<file path="src/rtl/cnn_output_collector.sv">
// Collects the five CNN output channels of a crop in any order, re-references
// the x/y centres to full-frame coordinates and emits one packed result per crop.
// Optional build macro: COLLECTOR_SAT_EN (saturate the x/y sums instead of wrapping).
module cnn_output_collector #(
    parameter int PIXEL_BIT_WIDTH = 16,
    parameter int FP_FRAC         = 0,
    parameter int Y_1             = 10,
    parameter int X_1             = 10,
    parameter int NUM_CROPS       = 1
) (
    input  logic                         ap_clk,
    input  logic                         ap_rst,
    input  logic [PIXEL_BIT_WIDTH-1:0]   cnn_output_0_TDATA,
    input  logic                         cnn_output_0_TVALID,
    output logic                         cnn_output_0_TREADY,
    input  logic [PIXEL_BIT_WIDTH-1:0]   cnn_output_1_TDATA,
    input  logic                         cnn_output_1_TVALID,
    output logic                         cnn_output_1_TREADY,
    input  logic [PIXEL_BIT_WIDTH-1:0]   cnn_output_2_TDATA,
    input  logic                         cnn_output_2_TVALID,
    output logic                         cnn_output_2_TREADY,
    input  logic [PIXEL_BIT_WIDTH-1:0]   cnn_output_3_TDATA,
    input  logic                         cnn_output_3_TVALID,
    output logic                         cnn_output_3_TREADY,
    input  logic [PIXEL_BIT_WIDTH-1:0]   cnn_output_4_TDATA,
    input  logic                         cnn_output_4_TVALID,
    output logic                         cnn_output_4_TREADY,
    output logic [5*PIXEL_BIT_WIDTH-1:0] result_TDATA,
    output logic                         result_TVALID,
    input  logic                         result_TREADY,
    output logic                         result_TLAST,
    output logic                         ap_done,
    output logic                         ap_idle
);
    localparam int W = PIXEL_BIT_WIDTH;
    localparam logic [W:0] X_OFF = (W+1)'(X_1 << FP_FRAC);
    localparam logic [W:0] Y_OFF = (W+1)'(Y_1 << FP_FRAC);
    localparam logic [7:0] LAST_IDX = 8'(NUM_CROPS - 1);

    typedef enum logic [0:0] {COLLECT = 1'b0, OUTPUT = 1'b1} state_t;

    state_t         state_r;
    logic [4:0]     got_r;
    logic [4:0]     ready_r;
    logic [W-1:0]   hold_r [5];
    logic [7:0]     cnt_r;
    logic [5*W-1:0] data_r;
    logic           valid_r;
    logic           last_r;
    logic           done_r;
    logic           idle_r;

    logic [W-1:0]   in_data_s [5];
    logic [4:0]     in_valid_s;
    logic [4:0]     hs_s;
    logic [4:0]     got_next_s;
    logic [W-1:0]   cap_s [5];

    // Sign-extended add of the crop origin; overflow handling is build-selectable.
    function automatic logic [W-1:0] add_offset(input logic [W-1:0] v, input logic [W:0] off);
        logic [W:0] sum;
        sum = {v[W-1], v} + off;
`ifdef COLLECTOR_SAT_EN
        if (sum[W] != sum[W-1]) begin
            return sum[W] ? {1'b1, {(W-1){1'b0}}} : {1'b0, {(W-1){1'b1}}};
        end else begin
            return sum[W-1:0];
        end
`else
        return sum[W-1:0];
`endif
    endfunction

    assign in_data_s[0] = cnn_output_0_TDATA;
    assign in_data_s[1] = cnn_output_1_TDATA;
    assign in_data_s[2] = cnn_output_2_TDATA;
    assign in_data_s[3] = cnn_output_3_TDATA;
    assign in_data_s[4] = cnn_output_4_TDATA;
    assign in_valid_s   = {cnn_output_4_TVALID, cnn_output_3_TVALID, cnn_output_2_TVALID,
                           cnn_output_1_TVALID, cnn_output_0_TVALID};

    // Ready is held low while reset is asserted, independent of the register value.
    assign cnn_output_0_TREADY = ready_r[0] & ~ap_rst;
    assign cnn_output_1_TREADY = ready_r[1] & ~ap_rst;
    assign cnn_output_2_TREADY = ready_r[2] & ~ap_rst;
    assign cnn_output_3_TREADY = ready_r[3] & ~ap_rst;
    assign cnn_output_4_TREADY = ready_r[4] & ~ap_rst;
    assign result_TDATA  = data_r;
    assign result_TVALID = valid_r;
    assign result_TLAST  = last_r;
    assign ap_done       = done_r;
    assign ap_idle       = idle_r;

    // Capture view including handshakes that land in the current cycle.
    always_comb begin
        hs_s       = in_valid_s & ready_r;
        got_next_s = got_r | hs_s;
        for (int k = 0; k < 5; k++) begin
            if (hs_s[k]) begin
                cap_s[k] = in_data_s[k];
            end else begin
                cap_s[k] = hold_r[k];
            end
        end
    end

    // Collect/output sequencer with all outputs registered.
    always_ff @(posedge ap_clk) begin
        if (ap_rst) begin
            state_r <= COLLECT;
            got_r   <= 5'b00000;
            ready_r <= 5'b11111;
            cnt_r   <= 8'd0;
            data_r  <= '0;
            valid_r <= 1'b0;
            last_r  <= 1'b0;
            done_r  <= 1'b0;
            idle_r  <= 1'b1;
            for (int k = 0; k < 5; k++) hold_r[k] <= '0;
        end else begin
            done_r <= 1'b0;
            case (state_r)
                COLLECT: begin
                    got_r <= got_next_s;
                    for (int k = 0; k < 5; k++) hold_r[k] <= cap_s[k];
                    if (&got_next_s) begin
                        state_r <= OUTPUT;
                        data_r  <= {cap_s[4], cap_s[3], add_offset(cap_s[2], Y_OFF),
                                    add_offset(cap_s[1], X_OFF), cap_s[0]};
                        valid_r <= 1'b1;
                        last_r  <= (cnt_r == LAST_IDX);
                        ready_r <= 5'b00000;
                        idle_r  <= 1'b0;
                    end else begin
                        ready_r <= ~got_next_s;
                        idle_r  <= (got_next_s == 5'b00000);
                    end
                end
                OUTPUT: begin
                    if (result_TREADY) begin
                        state_r <= COLLECT;
                        got_r   <= 5'b00000;
                        ready_r <= 5'b11111;
                        idle_r  <= 1'b1;
                        valid_r <= 1'b0;
                        last_r  <= 1'b0;
                        done_r  <= last_r;
                        cnt_r   <= last_r ? 8'd0 : cnt_r + 8'd1;
                    end else begin
                        state_r <= OUTPUT;
                    end
                end
                default: begin
                    state_r <= COLLECT;
                    got_r   <= 5'b00000;
                    ready_r <= 5'b11111;
                    valid_r <= 1'b0;
                    last_r  <= 1'b0;
                    idle_r  <= 1'b1;
                end
            endcase
        end
    end
endmodule

</file>
<file path="config.mk">
export PLATFORM = sky130hd
export DESIGN_NAME = cnn_output_collector
export DESIGN_NICKNAME = d
export VERILOG_FILES = /design/src/rtl/cnn_output_collector.sv
export SDC_FILE = /design/constraint.sdc
export NUM_CORES = 1
export LEC_CHECK = 0
export BUFFER_PORTS_ARGS = -buffer_cell sky130_fd_sc_hd__buf_4
export CAP_MARGIN = 20
export CELL_PAD_IN_SITES_DETAIL_PLACEMENT = 1
export CELL_PAD_IN_SITES_GLOBAL_PLACEMENT = 1
export CORE_AREA = 2 2 136 138
export CTS_CLUSTER_SIZE = 40
export DETAILED_ROUTE_END_ITERATION = 7
export DIE_AREA = 0 0 138 140
export PLACE_DENSITY_LB_ADDON = 0.2
export SLEW_MARGIN = 20
export SYNTH_ARGS = -nofsm -noshare
export SYNTH_HDL_FRONTEND = slang
export SYNTH_SLANG_ARGS = --single-unit
</file>
<file path="constraint.sdc">
create_clock -name ap_clk -period 6.4 [get_ports ap_clk]
set_input_delay 1.6 -clock ap_clk [delete_from_list [all_inputs] [get_ports ap_clk]]
set_output_delay 1.6 -clock ap_clk [all_outputs]
set_load 0.02 [all_outputs]
</file>
==> flow_results.org <==
** Status
- The run finished with clean final reports.

** Worst hold path
- The min-delay analysis places its worst path in the category reg -> reg.
- For hold timing, the worst endpoint is result_TDATA[35].
- Depth of the worst hold-timing path :: 2
- The worst hold path begins at result_TDATA[35].

** Synthesis
- Async S/R FF share, synth :: 0%
- During synthesis, Yosys emitted a total of 0 warnings.
- For this run, the leading register cell type out of synthesis is dfxtp_1.
- In this run, synthesis produced a sequential element count of 183.
- Post-synth net total :: 851
- A synthesized cell averages 10.4 sq um.
- Post-synthesis instance total :: 761
- Number of distinct library cell variants in the gate-level netlist after synthesis :: 53
- Number of enable flip-flop cells after synthesis :: 80
- In the post-synthesis netlist, the biggest area contributors are edfxtp_1, dfxtp_1, mux2i_1.
- Mapped Area :: 0.00790 sq mm
- The share of the Yosys chip area taken by registers is 56.5%.
- Post-synthesis cell type with the largest combined area :: edfxtp_1
- The share of synthesized area in the top cell type comes to 30.4%.

** Critical path
- In this run the critical register-to-register path is captured at result_TDATA[74].
- Setup slack on the worst reg-to-reg path comes out at 3620 ps.
- In this run the worst path has a maximum fanout of 64.
- Setup crit end kind :: output pin
- Path type of the worst setup path :: in -> out
- Start of the worst register-to-register path :: ready_r[3]
- STA classifies the critical path startpoint as an input pin.
- The worst register-to-register path has a depth of 6.
- STA puts the critical path data required time at 4800 ps.
- At the worst endpoint, the arrival time is 2880 ps.

** Power and ir drop
- Internal power comes to 2.07 mW.
- Static Leak :: 4.17 nW
- Sequential share of power :: 47.5%
- Part of the power in the clock network :: 38.7%
- Switching power summed over all nets :: 0.760 mW
- In this run switching power makes up 26.8% of total power.
- Comb power frac :: 13.8%
- Max rail drop VDD :: 0.198 mV
- Power density of the placed cells :: 285 mW/mm^2

** STA
- Fraction of the cycle the final worst path needs :: 70.1%
- Number of endpoints with negative hold slack in the final report :: 0
- Static timing analysis puts the maximum clock frequency at 0.223 GHz.
- Shortest clock period the worst path allows after layout :: 4480 ps
- Max_slew headroom :: 32.3%
- Pin slew with the least headroom to its limit :: 1010 ps
- The number of max-slew violations in the final report is 0.
- Setup repair after global routing left no endpoint under its margin.
- Number of setup violations in the final report :: 0
- Skew final :: 15.1 ps
- Min setup slack post-route :: 1920 ps
- Setup Total Neg Slack :: 0 ps

** Cells and area
- Counting the fill cells in the layout gives 1960.
- Share of final-layout standard cells stronger than drive strength 1 :: 24.5%
- Area used by multi-input combinational logic :: 0.00321 sq mm
- Sequential standard cell area :: 0.00446 sq mm
- Leaving out fill and tap cells, the most frequent cells in the layout are buf_4, nor2_1, dfxtp_1.
- 0 antenna diodes ended up in the layout.
- Most frequent standard cell in the layout excluding fill and tap cells :: buf_4
- Final layout net count :: 996
- Layout overhead on the synthesized area :: 25.9%

** GRT
- The initial antenna violation count came to 0.
- GR Layer Usage met2 :: 40.2%
- The layer flagged by global routing as most heavily used is met2.
- Entering global routing, the biggest net connects 81 pins.
- Global routing consumed, on the met1 layer, 28.9% of the routing resources.
- The number of global-route vias before repair is 6771.
- GR met3 Demand/Resource :: 5.68%
- The first global-routing pass estimated 35700 um of wire.
- Overall global routing resource usage :: 23.0%
- Global route total overflow :: 0

** CTS
- Post-CTS timing repair inserted 0 buffers for setup.
- Once the clock tree was built, the resizer swapped 0 gates to a different size.
- In this run, post-CTS hold repair placed 0 buffers.
- Clock transition at the registers of the reported paths :: 70 ps
- The clock drives 183 sinks.
- TritonCTS buffer count :: 17
- Clock insertion delay at the later pin of the skew report :: 430 ps
- In this run the number of H-tree levels came out at 4.
- Clock tree from TritonCTS :: yes
- Maximum buffer depth of the clock tree :: 2
- Clock tree synthesis selected as its root buffer the cell clkbuf_16.

** Detailed routing
- Remaining DRCs :: 0
- Using the TritonRoute via totals, the vias-per-cell ratio works out to 5.59.
- The final layout contains routed wiring with a total length of 22100 um.
- Detailed Routing Iterations Pass 1 :: 4
- Detailed routing inserted a total of 6419 vias.
- After detailed routing, the average wire length per cell comes to 19.2 um.
- In this run the remaining antenna-violating nets after routing total 0.
- The detailed router finished its first iteration with 304 violations.

** Die
- Die outline height :: 140 um
- Measured along the x axis, the die boundary spans 138 um.
- Floorplan Core Area :: 0.0178 sq mm
- During I/O placement, the number of pins put on the boundary was 177.
- Initial Utilization :: 44.4%
- The die covers 0.0193 sq mm.
- Cell row count :: 49

** Job
- Max Cap Violations :: 0

** Placement
- Detailed placement finished with a half-perimeter wire length of 14700 um.
- Routability-driven placement finished with a final weighted congestion of 0.782.
- The count of buffers added on input and output ports is 176.
- Post-place setup slack :: 1920 ps
final cells by class:
type | instances | area share [%]
flip-flops and latches | 183 | 44.9
multi-input cells | 519 | 32.3
repair buffers | 181 | 13.7
clock buffers | 19 | 4.57
well taps | 229 | 2.88
clock inverters | 13 | 1.55
inverters | 4 | 0.151
registers in the layout, summed over array words and instances (netlist names), 5 cells and up:
register and cells:
hold_r 80, cnt_r 8, ready_r 5, result_TDATA 80, got_r 5
worst max-delay path: stages:
cell     delay, ps
buf_4          550
buf_4          420
nor2b_1        100
buf_4          170
logic make-up (layout without fill, tap and decap cells):
family,Yosys count,after routing,synth area share (%)
xor gates and xnor gates,14,14,1.55
buffers and inverters,59,217,3.11
AOI/OAI and AO/OA,132,132,11.3
adders and majority gates,2,2,0.317
and+or+nand+nor,292,292,17.1
muxes,79,79,10.0
DFF,183,183,56.5
stage by stage:
step | cell area (sq um) | hold slack, ps | utilization, % | power (mW) | instances
global placement | 9320 | 442 | 52.4 | 1.74 | 1116
detailed placement | 9320 | 455 | 52.4 | 1.76 | 1116
CTS | 9930 | 463 | 55.8 | 2.85 | 1148
global route | 9940 | 483 | 55.9 | 2.94 | 1148
finish | 9940 | 462 | 55.9 | 2.83 | 1148
floorplan | 7900 | 455 | - | 1.60 | 761
synthesized netlist by cell type, types with 3 or more instances:
library cell / number
a211oi_1: 53
a21oi_1: 33
a311o_1: 3
a31oi_1: 5
and2_1: 6
and3_1: 6
and4_1: 6
buf_1: 3
buf_2: 4
clkbuf_1: 45
dfxtp_1: 103
edfxtp_1: 80
inv_1: 4
mux2i_1: 77
nand2_1: 50
nand3_1: 26
nand4_1: 8
nor2_1: 151
nor2b_1: 6
nor3_1: 3
nor4_1: 8
o211ai_1: 4
o21ai_0: 13
o21ai_1: 3
o22ai_1: 4
o31ai_1: 3
or3_1: 3
or4_1: 7
xnor2_1: 6
xor2_1: 8
power groups by stage:
stage	clock (mW)	combinational, mW	sequential [mW]
final	1.10	0.390	1.35
after global routing	1.16	0.427	1.36
after CTS	1.11	0.393	1.35
after detailed placement	0	0.389	1.37
after global placement	0	0.372	1.37
after floorplan	0	0.217	1.39
layer usage:
layer	part of all wire, %	wire length, um	vias up
li1	-	-	3045
met1	45	9840	3203
met2	50	11100	147
met3	3.8	844	24
met4	1.2	272	0
met5	0	0	-
worst max path at each step:
stage	slack (ps)	cells after the start	from	end
3_5_place_dp	1920	4	ap_rst	cnn_output_1_TREADY
2_1_floorplan	1920	5	ap_rst	hold_r[0][0]
3_3_place_gp	1940	4	ap_rst	cnn_output_1_TREADY
5_1_grt	1830	4	ap_rst	cnn_output_1_TREADY
4_1_cts	1920	4	ap_rst	cnn_output_3_TREADY
6_report	1920	4	ap_rst	cnn_output_1_TREADY
(Power assumes the default switching activity.)
